<file path="config.mk">
export PLATFORM = sky130hd
export DESIGN_NAME = packer_10_16
export DESIGN_NICKNAME = d
export VERILOG_FILES = /design/src/rtl/packer_10_16.sv
export SDC_FILE = /design/constraint.sdc
export NUM_CORES = 1
export LEC_CHECK = 0
export BUFFER_PORTS_ARGS = -buffer_cell sky130_fd_sc_hd__buf_2
export CAP_MARGIN = 20
export CORE_ASPECT_RATIO = 0.6
export CORE_UTILIZATION = 49
export DETAILED_ROUTE_END_ITERATION = 7
export PLACE_DENSITY_LB_ADDON = 0.2
export SLEW_MARGIN = 10
export SYNTH_ARGS = -nofsm -noshare
export SYNTH_HDL_FRONTEND = slang
export SYNTH_SLANG_ARGS = --single-unit
</file>
<file path="constraint.sdc">
create_clock -name clk -period 7.6 [get_ports clk]
set_input_delay 0.76 -clock clk [delete_from_list [all_inputs] [get_ports clk]]
set_output_delay 0.76 -clock clk [all_outputs]
set_load 0.01 [all_outputs]
</file>
<file path="src/rtl/packer_10_16.sv">
`default_nettype none
// ----------------------------------------------------------------------------
// packer_10_16 : packs a 10-bit word stream LSB-first into 16-bit words.
// Revision     : 1.0
// ----------------------------------------------------------------------------
module packer_10_16 (
  input  logic        clk,
  input  logic        rst,
  input  logic [9:0]  in_data,
  input  logic        in_valid,
  output logic        in_ready,
  input  logic        flush,
  output logic [15:0] out_data,
  output logic        out_valid,
  input  logic        out_ready,
  output logic        aligned
);

  localparam logic [3:0] C_FILL_LIMIT = 4'd6;

  logic [15:0] acc_q, acc_d;
  logic [3:0]  fill_q, fill_d;
  logic [15:0] out_q, out_d;
  logic        ov_q, ov_d;

  logic        w_out_free;
  logic        w_accept;
  logic [25:0] w_merged;
  logic [15:0] w_fill_mask;

  assign w_out_free  = !ov_q || out_ready;
  assign in_ready    = !rst && !flush && ((fill_q < C_FILL_LIMIT) || w_out_free);
  assign w_accept    = in_valid && in_ready;
  assign w_merged    = {10'd0, acc_q} | ({16'd0, in_data} << fill_q);
  assign w_fill_mask = (16'd1 << fill_q) - 16'd1;

  always_comb begin
    acc_d  = acc_q;
    fill_d = fill_q;
    out_d  = out_q;
    ov_d   = ov_q;
    if (ov_q && out_ready) begin
      ov_d = 1'b0;
    end
    if (w_accept) begin
      if (fill_q < C_FILL_LIMIT) begin
        acc_d  = w_merged[15:0];
        fill_d = fill_q + 4'd10;
      end else begin
        // Word completes: low 16 bits leave, the carry becomes the new pending bits.
        out_d  = w_merged[15:0];
        ov_d   = 1'b1;
        acc_d  = {6'd0, w_merged[25:16]};
        fill_d = fill_q - C_FILL_LIMIT;
      end
    end else if (flush && (fill_q != 4'd0) && w_out_free) begin
      out_d  = acc_q & w_fill_mask;
      ov_d   = 1'b1;
      acc_d  = 16'd0;
      fill_d = 4'd0;
    end
  end

  always_ff @(posedge clk) begin
    if (rst) begin
      acc_q  <= 16'd0;
      fill_q <= 4'd0;
      out_q  <= 16'd0;
      ov_q   <= 1'b0;
    end else begin
      acc_q  <= acc_d;
      fill_q <= fill_d;
      out_q  <= out_d;
      ov_q   <= ov_d;
    end
  end

  assign out_data  = out_q;
  assign out_valid = ov_q;
  assign aligned   = (fill_q == 4'd0);

endmodule
`default_nettype wire

</file>
* After elaboration in Yosys (flattened, before gate mapping) *
Index checks and enable logic that the tools add are counted.

operators by class
  add/sub/neg operators = 3
  $lt $le $gt $ge = 1
  eq/ne operators = 1
  shift-type cells = 2
  mux-type cells = 13
  bitwise logic cells = 2
  reduce and logical (&&, ||, !) cells = 15

operator list
  cell                   count
  $mux 16                6
  $or 16x26->26          1
  $shl 10x4->26          1
  $and 16x16->16         1
  $shl 1x4->16 const A   1
  $sub 16x1->16 const B  1
  $mux 4                 3
  $logic_and 1x1->1      6
  $add 4x4->4 const B    1
  $logic_not 4->1        1
  $lt 4x3->1 const B     1
  $mux 1                 4
  $reduce_bool 4->1      1
  $sub 4x3->4 const B    1
  $logic_not 1->1        3
  $logic_or 1x1->1       2
  $ne 2x2->1 const B     1
  $reduce_and 2->1       1
  $reduce_bool 2->1      1

word-level totals
  bits in registers = 37
  input bits = 15
  output and inout bits = 19
  word-level logic and storage cells = 41

* Depth between registers and ports, before layout *
Gate-level depths: netlist of run 1.

  word-level depth = 7
  gate-level depth with buffers = 12

* Least setup slack after synthesis of run 1 *
No wires, ideal clock.

  path kind = reg-to-reg
  from = register fill_q[2]
  to = register out_q[14], in the netlist out_data[14]
  arrival = 2.497 ns
  slack = 5.044 ns
  stages on the path, launching flop included = 13
  clock period less this slack = 2.556 ns
  path through = dfxtp_1 > buf_4 > buf_4 > inv_1 > ha_1 > clkbuf_1 > nand2_1 > ha_1 > nand2b_4 > a2111oi_0 > o21ai_0 > a2111oi_2 > a31o_1

between the ends
  word-level cells in the longest chain between the ends = 6

RTL lines
  what                                                                   RTL line  RTL
  from (decl)                                                            22        logic [3:0] fill_q, fill_d;
  from (signal assigned)                                                 72        fill_q <= fill_d;
  parallel branches: the longest is 6 deep, another holds $sub 16x1->16  --
  to (signal assigned)                                                   73        out_q <= out_d;
  to (decl)                                                              23        logic [15:0] out_q, out_d;

Several ways; the timed one is not identified. The select of a mux whose other input is x is not followed.
A chain may end at the register's enable or synchronous reset.

* Worst setup path in the final report of run 1 *
  from = register fill_q[1]
  to = register out_q[14], in the netlist out_data[14]

The elaborated chain is that of the path after synthesis.

==> metrics.txt, run 1 <==
clock sinks=36; Most common cell on crit path=ha_1; IR drop worst, VDD=0.0000961 V; Syn Nets=328; met3 wire length=643 um; Final Hold Viols=0; I/O Pins=34; Die Ht=56.8 um; met2 routed wirelength=2910 um; sw frac=30.8%; clock network fraction of design power=33.0%; post-DP HPWL=4830 um; Slew Limit Headroom=50.5%; Post-Syn Area=2450 um2; crit path kind=reg2reg; filler cell count in the final layout=451; First DRT Iteration DRCs=243; drt wl/cell=17.9 um; number of global-route vias before repair=2198; Setup-failing EPs final=0; initial antenna violation count=0; Diodes inserted=0; cell at the slowest stage of the critical path=dfxtp_1; CORE AREA=4680 um2; pwr dens=164 nW/um2; unrepaired setup endpoints after global routing=no; DRT met1 WL=3270 um; row cnt=19; final worst path period need=3120 ps; Hold WS=450 ps; vias=2443; Worst-Margin Slew=742 ps; sequential share of power=46.3%; top_reg_cell synth=dfxtp_1; CP Max Fanout=23; Final Max Tran Viols=0; H-tree depth=2; most frequent cells in the layout=36 x dfxtp_1, 34 x a21oi_1, 33 x nor2_1, 33 x buf_2, 24 x nand2_1; GRT overflow=0; first-pass detailed-route iteration total=5; Setup Skew=11.7 ps; Final GP Congestion=0.917; commonest non-fill, non-tap cell in the layout=dfxtp_1; top layer in use=met4; Placed Instances=380; Starting Density=52.4%; Avg Cell Area, Syn=7.99 um2; run status=finished clean; logic gate share of total power=20.8%; Leakage=0.980 nW; Max-cap violations=0; CP endpoint kind=flip-flop; vias per cell=6.30; P_int=0.302 mW; Reg clk slew, reported paths=80 ps; setup bufs post-CTS=0; CTS tree=yes; cell family with most CP delay=compound AO/OA/AOI/OAI gates; Finished Layout Cells=388; Syn. warnings=0; first-pass GRT wire length=11300 um; count of different cell masters after synthesis=59; CP startpoint kind=flip-flop; Post-CTS Resized=0; nets=345; worst stage delay on the critical path=480 ps; Post-synth EDFFs=0; Remaining DRCs=0; hold buffer count at CTS=0; Critical Path AT=3360 ps; asr flop ratio synth=0%; P_sw=0.134 mW; die area=5300 um2; worst-skew pair later-pin latency=290 ps; Buffers on Ports=33; ratio of cells with drive above 1 in the final layout=20.0%; die width=93.3 um; Yosys reg bits=36; sequential share of the synthesized area=29.4%; Worst Hold Class=reg2reg; CP bufs+invs=2; Setup TNS Final=0 ps; worst path required time=7840 ps; Root Buffer=clkbuf_8; max frequency=321 MHz; Mapped Cells=307; Num CTS Buffers=5; Syn-to-layout area delta=8.27%; clock buffer depth=2; CP Cell Sequence=buf_4 > inv_1 > ha_1 > nand2_1 > ha_1 > nand2b_4 > a2111oi_0 > o21ai_0 > a2111oi_2 > a31o_1; Final period util=41.0%; largest net degree at the start of global routing=48; GR Util All Layers=27.6%; drt total wl=6930 um; Antenna Nets Post-Route=0
stage by stage:
step	instance area, um2	utilization, %	setup slack [ps]	power [mW]
final	2660	56.7	4480	0.436
after CTS	2660	56.7	4500	0.435
after floorplan	2450	-	5040	0.271
after detailed placement	2560	54.7	4530	0.294
after global routing	2660	56.7	4140	0.457
after global placement	2560	54.7	4610	0.294
synth_stat cells (all sizes together) (5+ instances only):
cell type  instances  area share [%]
nor2              33             5.1
buf               19             5.5
a21oi             34             6.9
nand3             10             2.0
mux2i              7             2.9
clkbuf             8             1.2
dfxtp             36              29
inv               10             1.5
nand2             25             4.1
a22oi              8             2.4
o21ai             21             4.9
nand2b             6             1.8
nor3              16             3.9
ha                 6             3.1
o211ai             5             1.5
power groups by stage:
| stage | clock network, mW | logic [mW] | registers [mW] |
|---|---|---|---|
| 4_1_cts | 0.144 | 0.0888 | 0.202 |
| 6_report | 0.144 | 0.0906 | 0.202 |
| 5_1_grt | 0.156 | 0.0987 | 0.202 |
| 2_1_floorplan | 0 | 0.0641 | 0.207 |
| 3_3_place_gp | 0 | 0.0875 | 0.206 |
| 3_5_place_dp | 0 | 0.0882 | 0.206 |
tightest hold or removal path, delay by kind of cell (launching register included):
kind            cells  cell delay (ps)
flops               1              310
simple gates        1               50
compound gates      1               50
path summary, 6_finish.rpt:
kind,start,to,slack [ps],cells after the start
min,out_data[10]$_SDFFE_PP0P_,out_data[10]$_SDFFE_PP0P_,450,2
max,fill_q[1]$_SDFFE_PP0P_,out_data[14]$_SDFFE_PP0P_,4480,10
min reg2reg,out_data[10]$_SDFFE_PP0P_,out_data[10]$_SDFFE_PP0P_,450,2
max reg2reg,fill_q[1]$_SDFFE_PP0P_,out_data[14]$_SDFFE_PP0P_,4480,10
registers in the layout (all words and copies together), names as in the netlist:
register	cells
acc_q	16
fill_q	3
out_data	16
out_valid	1
per-layer routing:
layer / GRT usage, % / vias to the layer above
met5: 0 / -
met4: 7.03 / 0
met3: 7.86 / 19
met2: 39.7 / 122
met1: 40.1 / 1138
li1: - / 1164
cells by family after synthesis:
kind of cell    Yosys count  synth area share (%)
flops                    36                  29.4
buf+inv                  37                  8.21
mux                      14                  7.45
other cells               1                 0.153
simple gates            105                  21.7
fa+ha+maj                 6                  3.06
xor+xnor                  1                 0.357
compound gates          107                  29.7
cell type report:
cell class	count	area (um2)	area share [%]
Multi-Input combinational cell	234	1530	57.6
Clock inverter	2	10.0	0.377
Timing Repair Buffer	37	195	7.35
Clock buffer	6	82.6	3.11
Sequential cell	36	721	27.1
Inverter	10	37.5	1.41
Tap cell	63	78.8	2.97
Power figures use the tool's default switching activity.
==> inputs of run 2 (changes only) <==
--- a/config.mk
+++ b/config.mk
@@ -5,6 +5,7 @@
 export SDC_FILE = /design/constraint.sdc
 export NUM_CORES = 1
 export LEC_CHECK = 0
+export ABC_AREA = 1
 export BUFFER_PORTS_ARGS = -buffer_cell sky130_fd_sc_hd__buf_2
 export CAP_MARGIN = 20
 export CORE_ASPECT_RATIO = 0.6
==> constraint.sdc (replaced) <==
create_clock -name clk -period 2.6 [get_ports clk]
set_input_delay 0.26 -clock clk [delete_from_list [all_inputs] [get_ports clk]]
set_output_delay 0.26 -clock clk [all_outputs]
set_load 0.01 [all_outputs]
==> run 2 against run 1 <==
  * Clock power increased to 3.0 times the previous value
  * Highest routed layer unchanged
  * Clock-buffer cell count did not move
  * Wire length down 1.8%
  * Core utilization grew 1.4 points
  * Sequential power grew to 2.9 times the previous value
  * Final area grew 1.9%
  * Hold slack worse by 100 ps
  * Flip-flop and latch count unchanged
  * Maximum frequency grew 59%
  * Via count grew 5.8%
  * Die area down 1.5%
==> metrics.txt, run 2 <==
CP startpoint kind=flip-flop; Reg clk slew, reported paths=80 ps; H-tree depth=2; Synth top area share=29.8%; IR drop worst, VDD=0.000288 V; Setup TNS Final=0 ps; Post-Syn Area=2410 um2; P_int=0.871 mW; r2r endpoint=out_data[2]$_SDFFE_PP0P_; Diodes inserted=0; drt wl/cell=14.0 um; Die Ht=56.4 um; Mapped Cells=393; commonest non-fill, non-tap cell in the layout=nand2_1; unrepaired setup endpoints after global routing=no; GR Util All Layers=27.7%; sequential share of the synthesized area=29.8%; clock network fraction of design power=33.4%; Num CTS Buffers=5; initial antenna violation count=0; Yosys reg bits=36; Remaining DRCs=0; nets=444; First DRT Iteration DRCs=219; die width=92.6 um; CP endpoint kind=flip-flop; Placed Area=2610 um2; worst r2r src=fill_q[2]$_SDFFE_PP0P_; sequential share of power=46.1%; I/O Pins=34; Root Buffer=clkbuf_8; total power=1.28 mW; Leakage=1.41 nW; pwr dens=471 nW/um2; Final Max Tran Viols=0; Buffers on Ports=33; Post-synth EDFFs=0; final worst path period need=1960 ps; first-pass GRT wire length=11100 um; Setup-failing EPs final=0; Synth area leader=dfxtp_1; post-DP HPWL=5140 um; top post-synthesis cells by area=dfxtp_1 30%, nand2_1 20%, nand3_1 11%, inv_1 6.7%, a21oi_1 5.8%; Syn. warnings=0; clock buffer depth=2; Setup Skew=5.22 ps; Finished Layout Cells=487; Hold WS=350 ps; count leader, synth=nand2_1; filler cell count in the final layout=492; GRT overflow=0; Avg Cell Area, Syn=6.14 um2; Hold Crit Start=out_ready; row cnt=19; CTS tree=yes; setup bufs post-CTS=0; asr flop ratio synth=0%; final instance area=2710 um2; hold buffer count at CTS=0; P_sw=0.405 mW; vias=2585; max frequency=509 MHz; worst path required time=2850 ps; most frequent cells in the layout=128 x nand2_1, 51 x nand3_1, 43 x inv_1; worst min-delay path endpoint=out_valid$_SDFF_PP0_; ratio of cells with drive above 1 in the final layout=16.7%; CP Max Fanout=17; vias per cell=5.31; Final GP Congestion=0.995; Post-CTS Resized=0; WHS Path Cells=4; Syn-to-layout area delta=12.1%; Max-cap violations=0; run status=finished clean; Critical Path AT=2210 ps; largest net degree at the start of global routing=28; Starting Density=51.8%; worst-skew pair later-pin latency=300 ps; top_reg_cell synth=dfxtp_1; die area=5220 um2; Syn Nets=414; number of global-route vias before repair=2357; reg2reg path depth=10; Worst Hold Class=in2reg; most instantiated cells after synthesis=128 x nand2_1, 51 x nand3_1, 43 x inv_1, 36 x dfxtp_1, 28 x a21oi_1; sw frac=31.7%; Final Hold Viols=0; Placed Instances=479; drt total wl=6810 um; clock sinks=36; Antenna Nets Post-Route=0; crit path kind=reg2reg; CORE AREA=4660 um2; first-pass detailed-route iteration total=5; count of different cell masters after synthesis=31; logic gate share of total power=20.5%; R2R Setup Slk=640 ps; Final period util=75.6%
## run 2: cell count changes after synthesis, sizes merged, moves of 6 or more
cell,change
nand2,+111
nand3,+42
inv,+38
nor3,-13
nor2,-10
a22oi,-8
buf,-7
mux2i,-7
a21oi,-6
nand2b,-6
## run 2: power groups by stage
stage / logic (mW) / registers, mW / clock network [mW]
CTS: 0.257 / 0.588 / 0.433
detailed placement: 0.256 / 0.601 / 0
global placement: 0.254 / 0.600 / 0
floorplan: 0.174 / 0.606 / 0
global route: 0.291 / 0.591 / 0.460
finish: 0.261 / 0.588 / 0.426
## run 2: worst max-delay path by stage
stage,start,to,slack [ps],cells after the start
after global routing,fill_q[2]$_SDFFE_PP0P_,out_data[2]$_SDFFE_PP0P_,410,10
after global placement,fill_q[2]$_SDFFE_PP0P_,out_data[2]$_SDFFE_PP0P_,720,10
after floorplan,fill_q[2]$_SDFFE_PP0P_,out_data[6]$_SDFFE_PP0P_,700,12
final,fill_q[2]$_SDFFE_PP0P_,out_data[2]$_SDFFE_PP0P_,640,10
after detailed placement,fill_q[2]$_SDFFE_PP0P_,out_data[2]$_SDFFE_PP0P_,660,10
after CTS,fill_q[2]$_SDFFE_PP0P_,out_data[2]$_SDFFE_PP0P_,650,10
## run 2: cell families (layout without fill, tap and decap cells)
family / count (synthesis) / after routing / synth area share [%]
AOI/OAI and AO/OA: 64 / 64 / 14.3
adders and majority gates: 6 / 6 / 3.11
buffers and inverters: 65 / 96 / 11.4
DFF: 36 / 36 / 29.8
other: 1 / 1 / 0.155
and+or+nand+nor: 221 / 221 / 41.2
## run 2: area by class of cell
| class | instances | area (um2) | share of cell area [%] |
|---|---|---|---|
| inverters | 49 | 185 | 6.84 |
| multi-input cells | 292 | 1420 | 52.4 |
| repair buffers | 39 | 210 | 7.77 |
| well taps | 63 | 78.8 | 2.91 |
| flip-flops and latches | 36 | 721 | 26.6 |
| clock inverters | 2 | 10.0 | 0.370 |
| clock buffers | 6 | 82.6 | 3.05 |
## run 2: critical path, stage by stage, from the launching register on
cell and delay [ps]:
dfxtp_1 320, buf_4 190, nand2_2 130, nand2_4 130, nand2_2 100, nand3_2 250, inv_2 350, o21ai_0 190
nand3_1 100, o211ai_1 80, inv_1 70
## run 2: routing by layer
layer,GRT usage [%],wire length (um),up-vias
met5,0,0,-
met4,5.49,68,0
met3,8.13,606,11
met2,40.2,2820,87
met1,40.3,3320,1170
li1,-,-,1317
## run 2: metrics by stage
stage | worst slack, ps | util (%)
4_1_cts | 648 | 58.1
2_1_floorplan | 701 | -
3_5_place_dp | 656 | 56.1
6_report | 635 | 58.1
3_3_place_gp | 720 | 56.1
5_1_grt | 413 | 58.1
==> inputs of run 3 (changes only) <==
==> constraint.sdc (replaced) <==
create_clock -name clk -period 1.7 [get_ports clk]
set_input_delay 0.17 -clock clk [delete_from_list [all_inputs] [get_ports clk]]
set_output_delay 0.17 -clock clk [all_outputs]
set_load 0.01 [all_outputs]
==> run 3 against run 2 <==
  * Cell count is 3.9% higher
  * Total power is 62% higher
  * Register-to-register slack worse by 570 ps
  * Combinational power is 82% higher
  * Setup slack worse by 570 ps
  * Final area is 12% higher
  * Clock power is 62% higher
  * Largest power group unchanged
  * Die area stayed put
  * Core utilization is 7.0 points higher
==> metrics.txt, run 3 (same netlist as run 2, synthesis figures left out) <==
run status=finished clean; CORE AREA=4660 um2; Final period util=96.2%; CP endpoint kind=flip-flop; First DRT Iteration DRCs=302; H-tree depth=2; worst stage delay on the critical path=390 ps; Setup Skew=6.18 ps; top layer in use=met4; CP startpoint kind=flip-flop; clock sinks=36; Root Buffer=clkbuf_8; vias=2722; met2 routed wirelength=3240 um; crit path kind=reg2reg; Setup-failing EPs final=0; cell at the slowest stage of the critical path=dfxtp_4; Antenna Nets Post-Route=0; ratio of cells with drive above 1 in the final layout=23.7%; Starting Density=51.8%; critical path depth=11; worst path required time=1880 ps; CTS tree=yes; total power=2.07 mW; GR Util All Layers=29.6%; unrepaired setup endpoints after global routing=yes; clock buffer depth=2; die width=92.6 um; Num CTS Buffers=5; most frequent cells in the layout=124 x nand2_1, 50 x nand3_1, 42 x inv_1; cell family with most CP delay=simple AND/OR/NAND/NOR gates; largest net degree at the start of global routing=24; worst-skew pair later-pin latency=300 ps; max frequency=611 MHz; CP Max Fanout=7; Hold WS=303 ps; Diodes inserted=0; first-pass detailed-route iteration total=5; Max-cap violations=0; CP bufs+invs=1; nets=464; final worst path period need=1640 ps; met3 wire length=694 um; Worst Slack Setup Final=64.2 ps; I/O Pins=34; Final GP Congestion=0.993; WHS Path Cells=4; CP Cell Sequence=inv_4 > ha_4 > nand2_4 > ha_4 > nand2_4 > nor2_4 > nor2_1 > o21ai_1 > nand2_1 > a21oi_1 > nor2_1; Finished Layout Cells=506; post-DP HPWL=5570 um; Final Hold Viols=0; die area=5220 um2; Leakage=1.57 nW; Worst Hold Class=in2reg; number of global-route vias before repair=2455; Critical Path AT=1820 ps; Remaining DRCs=0; IR drop worst, VDD=0.000407 V; hold buffer count at CTS=0; Reg clk slew, reported paths=80 ps; vias per cell=5.38; drt total wl=7730 um; initial antenna violation count=0; reg2reg path depth=11; row cnt=19; drt wl/cell=15.3 um; commonest non-fill, non-tap cell in the layout=nand2_1; first-pass GRT wire length=11800 um; DRT met1 WL=3680 um; Die Ht=56.4 um; Final Max Tran Viols=0; Buffers on Ports=33; Placed Instances=491; pre-CTS setup slack=27.9 ps; GRT overflow=0; pwr dens=682 nW/um2; Syn-to-layout area delta=25.5%
run 3: report_power, final:
| part | switching (mW) | internal (mW) | total, mW |
|---|---|---|---|
| Clock | 0.327 | 0.361 | 0.689 |
| Sequential | 0.0255 | 0.877 | 0.902 |
| Combinational | 0.302 | 0.174 | 0.476 |
run 3: metal layers:
metal	up-vias	track usage (%)
met5	-	0
met4	0	7.69
met3	15	6.23
met2	105	44.4
met1	1243	43.0
li1	1359	-
run 3: worst min-delay path: stages:
cell	delay (ps)
buf_2	90
nor2_1	70
o21ai_0	180
inv_1	50
run 3: layout make-up:
cell class	count	area, um2
inverter	49	194
fill	458	1630
sequential	36	728
multi-input combinational	294	1540
clock buffer	7	96.3
tap	63	78.8
timing repair buffer	57	395
run 3: worst paths after layout:
path,from,endpoint,slack [ps]
worst max-delay path,fill_q[2]$_SDFFE_PP0P_,out_data[6]$_SDFFE_PP0P_,60
worst min-delay path,out_ready,out_valid$_SDFF_PP0_,300
worst max register to register,fill_q[2]$_SDFFE_PP0P_,out_data[6]$_SDFFE_PP0P_,60
worst min register to register,out_data[14]$_SDFFE_PP0P_,out_data[14]$_SDFFE_PP0P_,460
run 3: timing repair:
item	CTS	global route
hold endpoints to repair	0	0
endpoints found under the setup margin	2	33
resized for setup	2	26
pin swaps	0	4
gates cloned	0	3
setup buffers	0	5
run 3: stage by stage:
step / instance area (um2) / utilization [%] / TNS [ps]
final: 3030 / 65.1 / 0
after global routing: 3030 / 65.1 / -41.1
after CTS: 2860 / 61.3 / 0
after detailed placement: 2760 / 59.2 / 0
after global placement: 2760 / 59.2 / 0
after floorplan: 2450 / - / 0
